### config.mk
export PLATFORM = sky130hd
export DESIGN_NAME = hierarchy_pipe
export DESIGN_NICKNAME = d
export VERILOG_FILES = /design/src/rtl/hierarchy_pipe_pkg.sv /design/src/rtl/hierarchy_pipe_stage.sv /design/src/rtl/hierarchy_pipe.sv
export SDC_FILE = /design/constraint.sdc
export NUM_CORES = 1
export LEC_CHECK = 0
export CAP_MARGIN = 0
export CORE_MARGIN = 2
export CORE_UTILIZATION = 35
export CTS_CLUSTER_DIAMETER = 150
export DETAILED_ROUTE_END_ITERATION = 8
export PLACE_DENSITY = 0.58
export SLEW_MARGIN = 10
export SYNTH_ARGS = -nofsm -noshare
export SYNTH_HDL_FRONTEND = slang
export SYNTH_SLANG_ARGS = --single-unit
### constraint.sdc
create_clock -name clk -period 6.4 [get_ports clk]
set_input_delay 0.96 -clock clk [delete_from_list [all_inputs] [get_ports clk]]
set_output_delay 0.96 -clock clk [all_outputs]
set_load 0.03 [all_outputs]
### src/rtl/hierarchy_pipe_pkg.sv
// Shared elaboration-test helpers for hierarchy_pipe.
// Width-generic extension to a wide vector; callers truncate.
package hierarchy_pipe_pkg;

  localparam int XW = 64;

  function automatic logic [XW-1:0] zext(
    input logic [XW-1:0] v,
    input int            w
  );
    return v & ~({XW{1'b1}} << w);
  endfunction

  function automatic logic [XW-1:0] sext(
    input logic [XW-1:0] v,
    input int            w
  );
    logic [XW-1:0] m;
    logic [XW-1:0] t;
    m = {XW{1'b1}} << w;
    t = v >> (w - 1);
    return t[0] ? (v | m) : (v & ~m);
  endfunction

endpackage

### src/rtl/hierarchy_pipe_stage.sv
// Generic W-bit valid/ready register slice.
// Loads whenever empty or its current beat is consumed.
module hierarchy_pipe_stage #(
  parameter int W = 8
) (
  input  logic         clk,
  input  logic         rst,
  input  logic         in_valid,
  output logic         in_ready,
  input  logic [W-1:0] in_data,
  output logic         out_valid,
  input  logic         out_ready,
  output logic [W-1:0] out_data
);

  assign in_ready = !out_valid || out_ready;

  always_ff @(posedge clk or posedge rst) begin
    if (rst) begin
      out_valid <= 1'b0;
      out_data  <= '0;
    end else if (in_ready) begin
      out_valid <= in_valid;
      if (in_valid) out_data <= in_data;
    end
  end

endmodule

### src/rtl/hierarchy_pipe.sv
// Two-stage pipelined xor / offset-add / chained-add / accumulate
// block behind a valid/ready stream.
module hierarchy_pipe
  import hierarchy_pipe_pkg::*;
#(
  parameter int              AW       = 4,
  parameter int              BW       = 4,
  parameter int              OW       = 8,
  parameter bit              B_SIGNED = 1'b1,
  parameter int              C        = -1,
  parameter logic [OW-1:0]   D        = '0
) (
  input  logic          clk,
  input  logic          rst,
  input  logic          in_valid,
  output logic          in_ready,
  input  logic [AW-1:0] a,
  input  logic [BW-1:0] b,
  input  logic          clr,
  output logic          out_valid,
  input  logic          out_ready,
  output logic [OW-1:0] y1,
  output logic [OW-1:0] y2,
  output logic [OW-1:0] y3,
  output logic [OW-1:0] y4
);

  localparam logic [OW-1:0] EC = OW'(sext(XW'(C), 32));

  logic [OW-1:0]   ea;
  logic [OW-1:0]   eb;
  logic [3*OW-1:0] s1_q;
  logic            s1_valid;
  logic            s2_ready;
  logic [OW-1:0]   s1_y1;
  logic [OW-1:0]   s1_y2;
  logic [OW-1:0]   s1_ea;
  logic [OW-1:0]   sum3;
  logic [OW-1:0]   acc;
  logic [OW-1:0]   acc_next;
  logic            s2_load;

  assign ea = OW'(zext(XW'(a), AW));
  assign eb = B_SIGNED ? OW'(sext(XW'(b), BW))
                       : OW'(zext(XW'(b), BW));

  hierarchy_pipe_stage #(.W(3*OW)) u_s1 (
    .clk       (clk),
    .rst       (rst),
    .in_valid  (in_valid),
    .in_ready  (in_ready),
    .in_data   ({ea ^ eb, eb + EC, ea}),
    .out_valid (s1_valid),
    .out_ready (s2_ready),
    .out_data  (s1_q)
  );

  assign s1_y1 = s1_q[3*OW-1:2*OW];
  assign s1_y2 = s1_q[2*OW-1:OW];
  assign s1_ea = s1_q[OW-1:0];

  assign sum3     = s1_y2 + s1_ea;
  assign acc_next = (clr ? D : acc) + sum3;
  assign s2_load  = s1_valid && s2_ready;

  hierarchy_pipe_stage #(.W(4*OW)) u_s2 (
    .clk       (clk),
    .rst       (rst),
    .in_valid  (s1_valid),
    .in_ready  (s2_ready),
    .in_data   ({s1_y1, s1_y2, sum3, acc_next}),
    .out_valid (out_valid),
    .out_ready (out_ready),
    .out_data  ({y1, y2, y3, y4})
  );

  // Only a beat landing in stage 2 adds; a stalled beat never re-adds.
  always_ff @(posedge clk or posedge rst) begin
    if (rst) begin
      acc <= D;
    end else if (s2_load) begin
      acc <= acc_next;
    end else if (clr) begin
      acc <= D;
    end
  end

endmodule

== Word-level counts from Yosys, hierarchy flattened ==
Index checks and enable logic that the tools add are counted.

* Multiplexer cells: 3
* Reductions and logical operators: 7
* $add $sub $neg: 3
* Bitwise operators: 1

{| class="wikitable"
|+ Operators with widths
! operator !! number
|-
| two-way mux 8 bit || 3
|-
| adder 8 x 4 -> 8 bit || 1
|-
| adder 8 bit || 1
|-
| adder 8 bit (second input constant) || 1
|-
| bitwise XOR 4 x 8 -> 8 bit || 1
|-
| AND reduction 2 bit || 2
|-
| zero test 1 bit || 2
|-
| logical OR 1 bit || 2
|-
| logical AND 1 bit || 1
|}

* Bits in registers: 62
* Bits of input ports: 13

== Depth between registers and ports, before layout ==
* Depth in word-level cells: 4
* Gate-level depth with buffers: 11

== Hierarchy ==
Synthesis repeated with hierarchy kept, for this count alone.

* Cell total of the unflattened synthesis: 252
* Area total of the unflattened synthesis: 3522.1 µm²

{| class="wikitable"
|+ Modules (own cells, without submodules)
! module !! area each (µm²) !! cells an instance !! times used
|-
| hierarchy_pipe_stage (u_s2) || 1395.1 || 72 || 1
|-
| hierarchy_pipe || 1079.8 || 125 || 1
|-
| hierarchy_pipe_stage (u_s1) || 1047.3 || 55 || 1
|}

== Least setup slack after synthesis ==
Ideal clock, no wire load.

* Path type: reg-to-reg
* Start: reg u_s1.out_data[8]
* End: reg u_s2.out_data[7]
* Setup time: 0.131 ns
* Arrival time: 2.700 ns
* Path slack: 3.569 ns
* Cell stages (with the launch flop): 12
* Clock period less this slack: 2.831 ns
* Path through: dfrtp_1 > ha_1 > fa_1 > a21o_2 > a21o_1 > xnor2_1 > ha_1 > o211ai_1 > o211a_1 > or2_2 > xnor3_1 > o21ai_1

* Cells in the longest elaborated chain, start to end: 2

{| class="wikitable"
|+ Ends and longest elaborated chain
! element !! RTL line !! RTL
|-
| start: declaration || hierarchy_pipe_stage.sv:13 || <nowiki>output logic [W-1:0] out_data</nowiki>
|-
| start signal: assignment || hierarchy_pipe_stage.sv:24 || <nowiki>if (in_valid) out_data <= in_data;</nowiki>
|-
| adder 8 x 4 -> 8 bit || hierarchy_pipe.sv:62 || <nowiki>assign sum3 = s1_y2 + s1_ea;</nowiki>
|-
| via sum3[4] || hierarchy_pipe.sv:38 || <nowiki>logic [OW-1:0] sum3;</nowiki>
|-
| adder 8 bit || hierarchy_pipe.sv:63 || <nowiki>assign acc_next = (clr ? D : acc) + sum3;</nowiki>
|-
| end signal: assignment || hierarchy_pipe_stage.sv:24 ||
|-
| end: declaration || hierarchy_pipe_stage.sv:13 ||
|}

The timed path passes the listed nets, and every way through them passes these cells.
A chain may end at the register's enable or synchronous reset.

== Final worst setup path ==
* Start: in out_ready
* End: out in_ready

* Cells in the longest elaborated chain, start to end: 2

{| class="wikitable"
|+ Ends and longest elaborated chain
! element !! RTL line !! RTL
|-
| start: declaration || hierarchy_pipe.sv:21 || <nowiki>input logic out_ready,</nowiki>
|-
| logical OR 1 bit (2 in a row) || hierarchy_pipe_stage.sv:16 || <nowiki>assign in_ready = !out_valid || out_ready;</nowiki>
|-
| end: declaration || hierarchy_pipe.sv:16 || <nowiki>output logic in_ready,</nowiki>
|}

No other way between the ends.

==> results.sh <==
export IMPL_r2r_cells=11
export IMPL_fillers=755
export IMPL_ir_drop_mv=0.142
export IMPL_clkTransAtPathRegs_ps=90
export IMPL_seq_area_frac_synth_pct=49.9
export IMPL_crit_arrival_ps=2320
export IMPL_num_io_pins=47
export IMPL_reg2reg_setup_slack_ps=3320
export IMPL_finalHoldViolations=0
export IMPL_final_common_cell="nand2_1"
export IMPL_worstSkewPairLatency_ps=310
export IMPL_synth_seq_cells=54
export IMPL_r2r_start="u_s1.out_data[8]"
export IMPL_finalSetupTns_ps=0
export IMPL_fin_crit_ps=3280
export IMPL_ctsHoldBuffers=0
export IMPL_route_detailed_drc=0
export IMPL_floorplan_die_height_um=91.9
export IMPL_synthTopCellsByArea="dfrtp_1 50%, nand2_1 11%, ha_1 6.0%, xnor2_1 2.9%, o21ai_0 2.8%"
export IMPL_grt_pass1_vias=1954
export IMPL_hold_path_depth=2
export IMPL_synth_main_ff_cell="dfrtp_1"
export IMPL_min_to="u_s2.out_data[5]"
export IMPL_rsz0062_at_grt="false"
export IMPL_layout_drive_gt1_share_pct=9.15
export IMPL_final_cell_mix="79 x nand2_1, 54 x dfrtp_1, 46 x clkdlybuf4s50_1, 15 x o21ai_0, 13 x ha_1"
export IMPL_drv_cap=0
export IMPL_final_area_um2=3340
export IMPL_setup_viol=0
export IMPL_overflow=0
export IMPL_crit_type="input port to output pin"
export IMPL_viasPerCell=4.68
export IMPL_synth_nets=302
export IMPL_placed_cell_area_um2=3250
export IMPL_cts_tree="yes"
export IMPL_grt_total_usage_pct=14.4
export IMPL_cts_sinks=54
export IMPL_antenna_found_initial=0
export IMPL_timing_rr_end="u_s2.out_data[7]"
export IMPL_min_from="u_s2.out_data[5]"
export IMPL_internal_power_uw=793
export IMPL_drt_iter0_markers=47
export IMPL_coreArea_um2=7610
export IMPL_initial_utilization_pct=35.6
export IMPL_clock_power_share_pct=14.8
export IMPL_synth_area_per_cell_um2=9.88
export IMPL_cp_end_kind="output pin"
export IMPL_wl_mm=5.56
export IMPL_post_cts_resized=0
export IMPL_synthesis_area_um2=2710
export IMPL_yosysTopAreaCellShare_pct=49.9
export IMPL_fin_skew_ps=6.62
export IMPL_final_nets=344
export IMPL_drv_slew=0
export IMPL_dieWidth_um=91.9
export IMPL_min_path_type="flop to flop"
export IMPL_required_ps=5440
export IMPL_cts_htree_levels=2
export IMPL_cts_setup_buffers=0
export IMPL_cts_root_buf="clkbuf_8"
export IMPL_rows=32
export IMPL_yosys_warnings=0
export IMPL_ys_async_sr_fraction_pct=100
export IMPL_multi_input_area_um2=1260
export IMPL_grt_first_pass_wirelength_mm=9.56
export IMPL_cp_common_cell="clkdlybuf4s50_1"
export IMPL_die_area_um2=8450
export IMPL_ant_nets=0
export IMPL_area_growth_pct=23.3
export IMPL_p_per_area_nw_per_um2=392
export IMPL_slowest_delay_ps=710
export IMPL_gp_congestion=0.739
export IMPL_p_switching_uw=516
export IMPL_fmax_mhz=304
export IMPL_cp_cell_sequence="clkdlybuf4s50_1 -> nand3b_1 -> clkdlybuf4s50_1"
export IMPL_first_pass_iters=4
export IMPL_finalCritPeriodShare_pct=51.3
export IMPL_ys_types=40
export IMPL_synthCells=274
export IMPL_regArea_um2=1350
export IMPL_fin_util_pct=43.8
export IMPL_synth_largest_area_cell="dfrtp_1"
export IMPL_dp_hpwl_mm=4.03
export IMPL_io_buffer_count=46
export IMPL_seq_power_share_pct=37.3
export IMPL_path_max_fanout=5
export IMPL_relSlewSlack_pct=31.3
export IMPL_p_leak_nw=1.57
export IMPL_synth_edf_count=0
export IMPL_crit_slowest_cell="clkdlybuf4s50_1"
export IMPL_power_frac_comb_pct=47.9
export IMPL_worst_slew_pin_slew_ps=1030
export IMPL_sw_frac_of_total_pct=39.4
export IMPL_vias=1960
export IMPL_grt_max_degree=55
export IMPL_cts_made_buffers=5
export IMPL_outcome="complete, no violations"
export IMPL_cts_max_path_buffers=2
export IMPL_routedWlPerCell_um=13.3
export IMPL_diodes=0
export IMPL_start_kind="input port"
[worst max-delay path, delay by kind of cell]
family	cells	cell delay, ps
and+or+nand+nor	1	200
buffers and inverters	2	1170
[routing by layer]
metal  global-route usage [%]  routed length, um
met1                     20.0               2740
met2                     22.8               2520
met3                     2.71                231
met4                     4.85                 70
met5                        0                  0
[sequential cells by signal, indices dropped and copies added (netlist names)]
signal          count
u_s1.out_data      16
acc                 8
u_s2.out_valid      1
u_s1.out_valid      1
u_s2.out_data      28
[layout make-up]
class,instances,area share (%)
Clock buffer,6,2.18
Clock inverter,2,0.525
Inverter,9,1.01
Multi-Input combinational cell,198,37.7
Sequential cell,54,40.5
Tap cell,102,3.83
Timing Repair Buffer,48,14.3
[power groups by stage]
stage	Sequential, mW	Clock [mW]	Combinational (mW)
after detailed placement	0.497	0	0.632
final	0.488	0.194	0.626
after global routing	0.501	0.217	0.691
after global placement	0.494	0	0.627
after CTS	0.490	0.205	0.635
after floorplan	0.604	0	0.318
[through the flow]
stage | power (mW) | setup WS, ps | instances | hold slack (ps)
finish | 1.31 | 3120 | 419 | 480
global placement | 1.12 | 2860 | 411 | 457
detailed placement | 1.13 | 2800 | 411 | 455
floorplan | 0.922 | 3570 | 274 | 439
global route | 1.41 | 2860 | 419 | 511
CTS | 1.33 | 3110 | 419 | 487
[cell usage after synthesis (2+ instances only)]
library cell and number:
fa_1 2, nor2_1 12, nand2_1 79, xnor2_1 9, a21o_1 3, mux2_2 6
inv_1 9, ha_1 13, a21oi_1 8, a211oi_1 3, a21bo_2 6, buf_4 4
nand3_1 2, xor2_1 4, nand2b_1 5, o21ai_0 15, o21a_1 3, nor2b_1 8
a21oi_2 2, clkbuf_1 7, buf_1 2, dfrtp_1 54
[worst max path at each step]
stage	startpoint	endpoint	cells past startpoint
2_1_floorplan	u_s1.out_data[8]	u_s2.out_data[7]	11
3_3_place_gp	clr	acc[6]	9
3_5_place_dp	clr	acc[6]	9
4_1_cts	clr	acc[6]	9
5_1_grt	clr	acc[6]	9
6_report	out_ready	in_ready	3
[cell families after synthesis]
kind of cell	synth area share, %
flops	49.9
simple gates	17.5
buf+inv	3.61
compound gates	13.5
mux	2.87
fa+ha+maj	7.49
xor+xnor	5.04
Note: power is estimated with default switching activity, not from simulation.
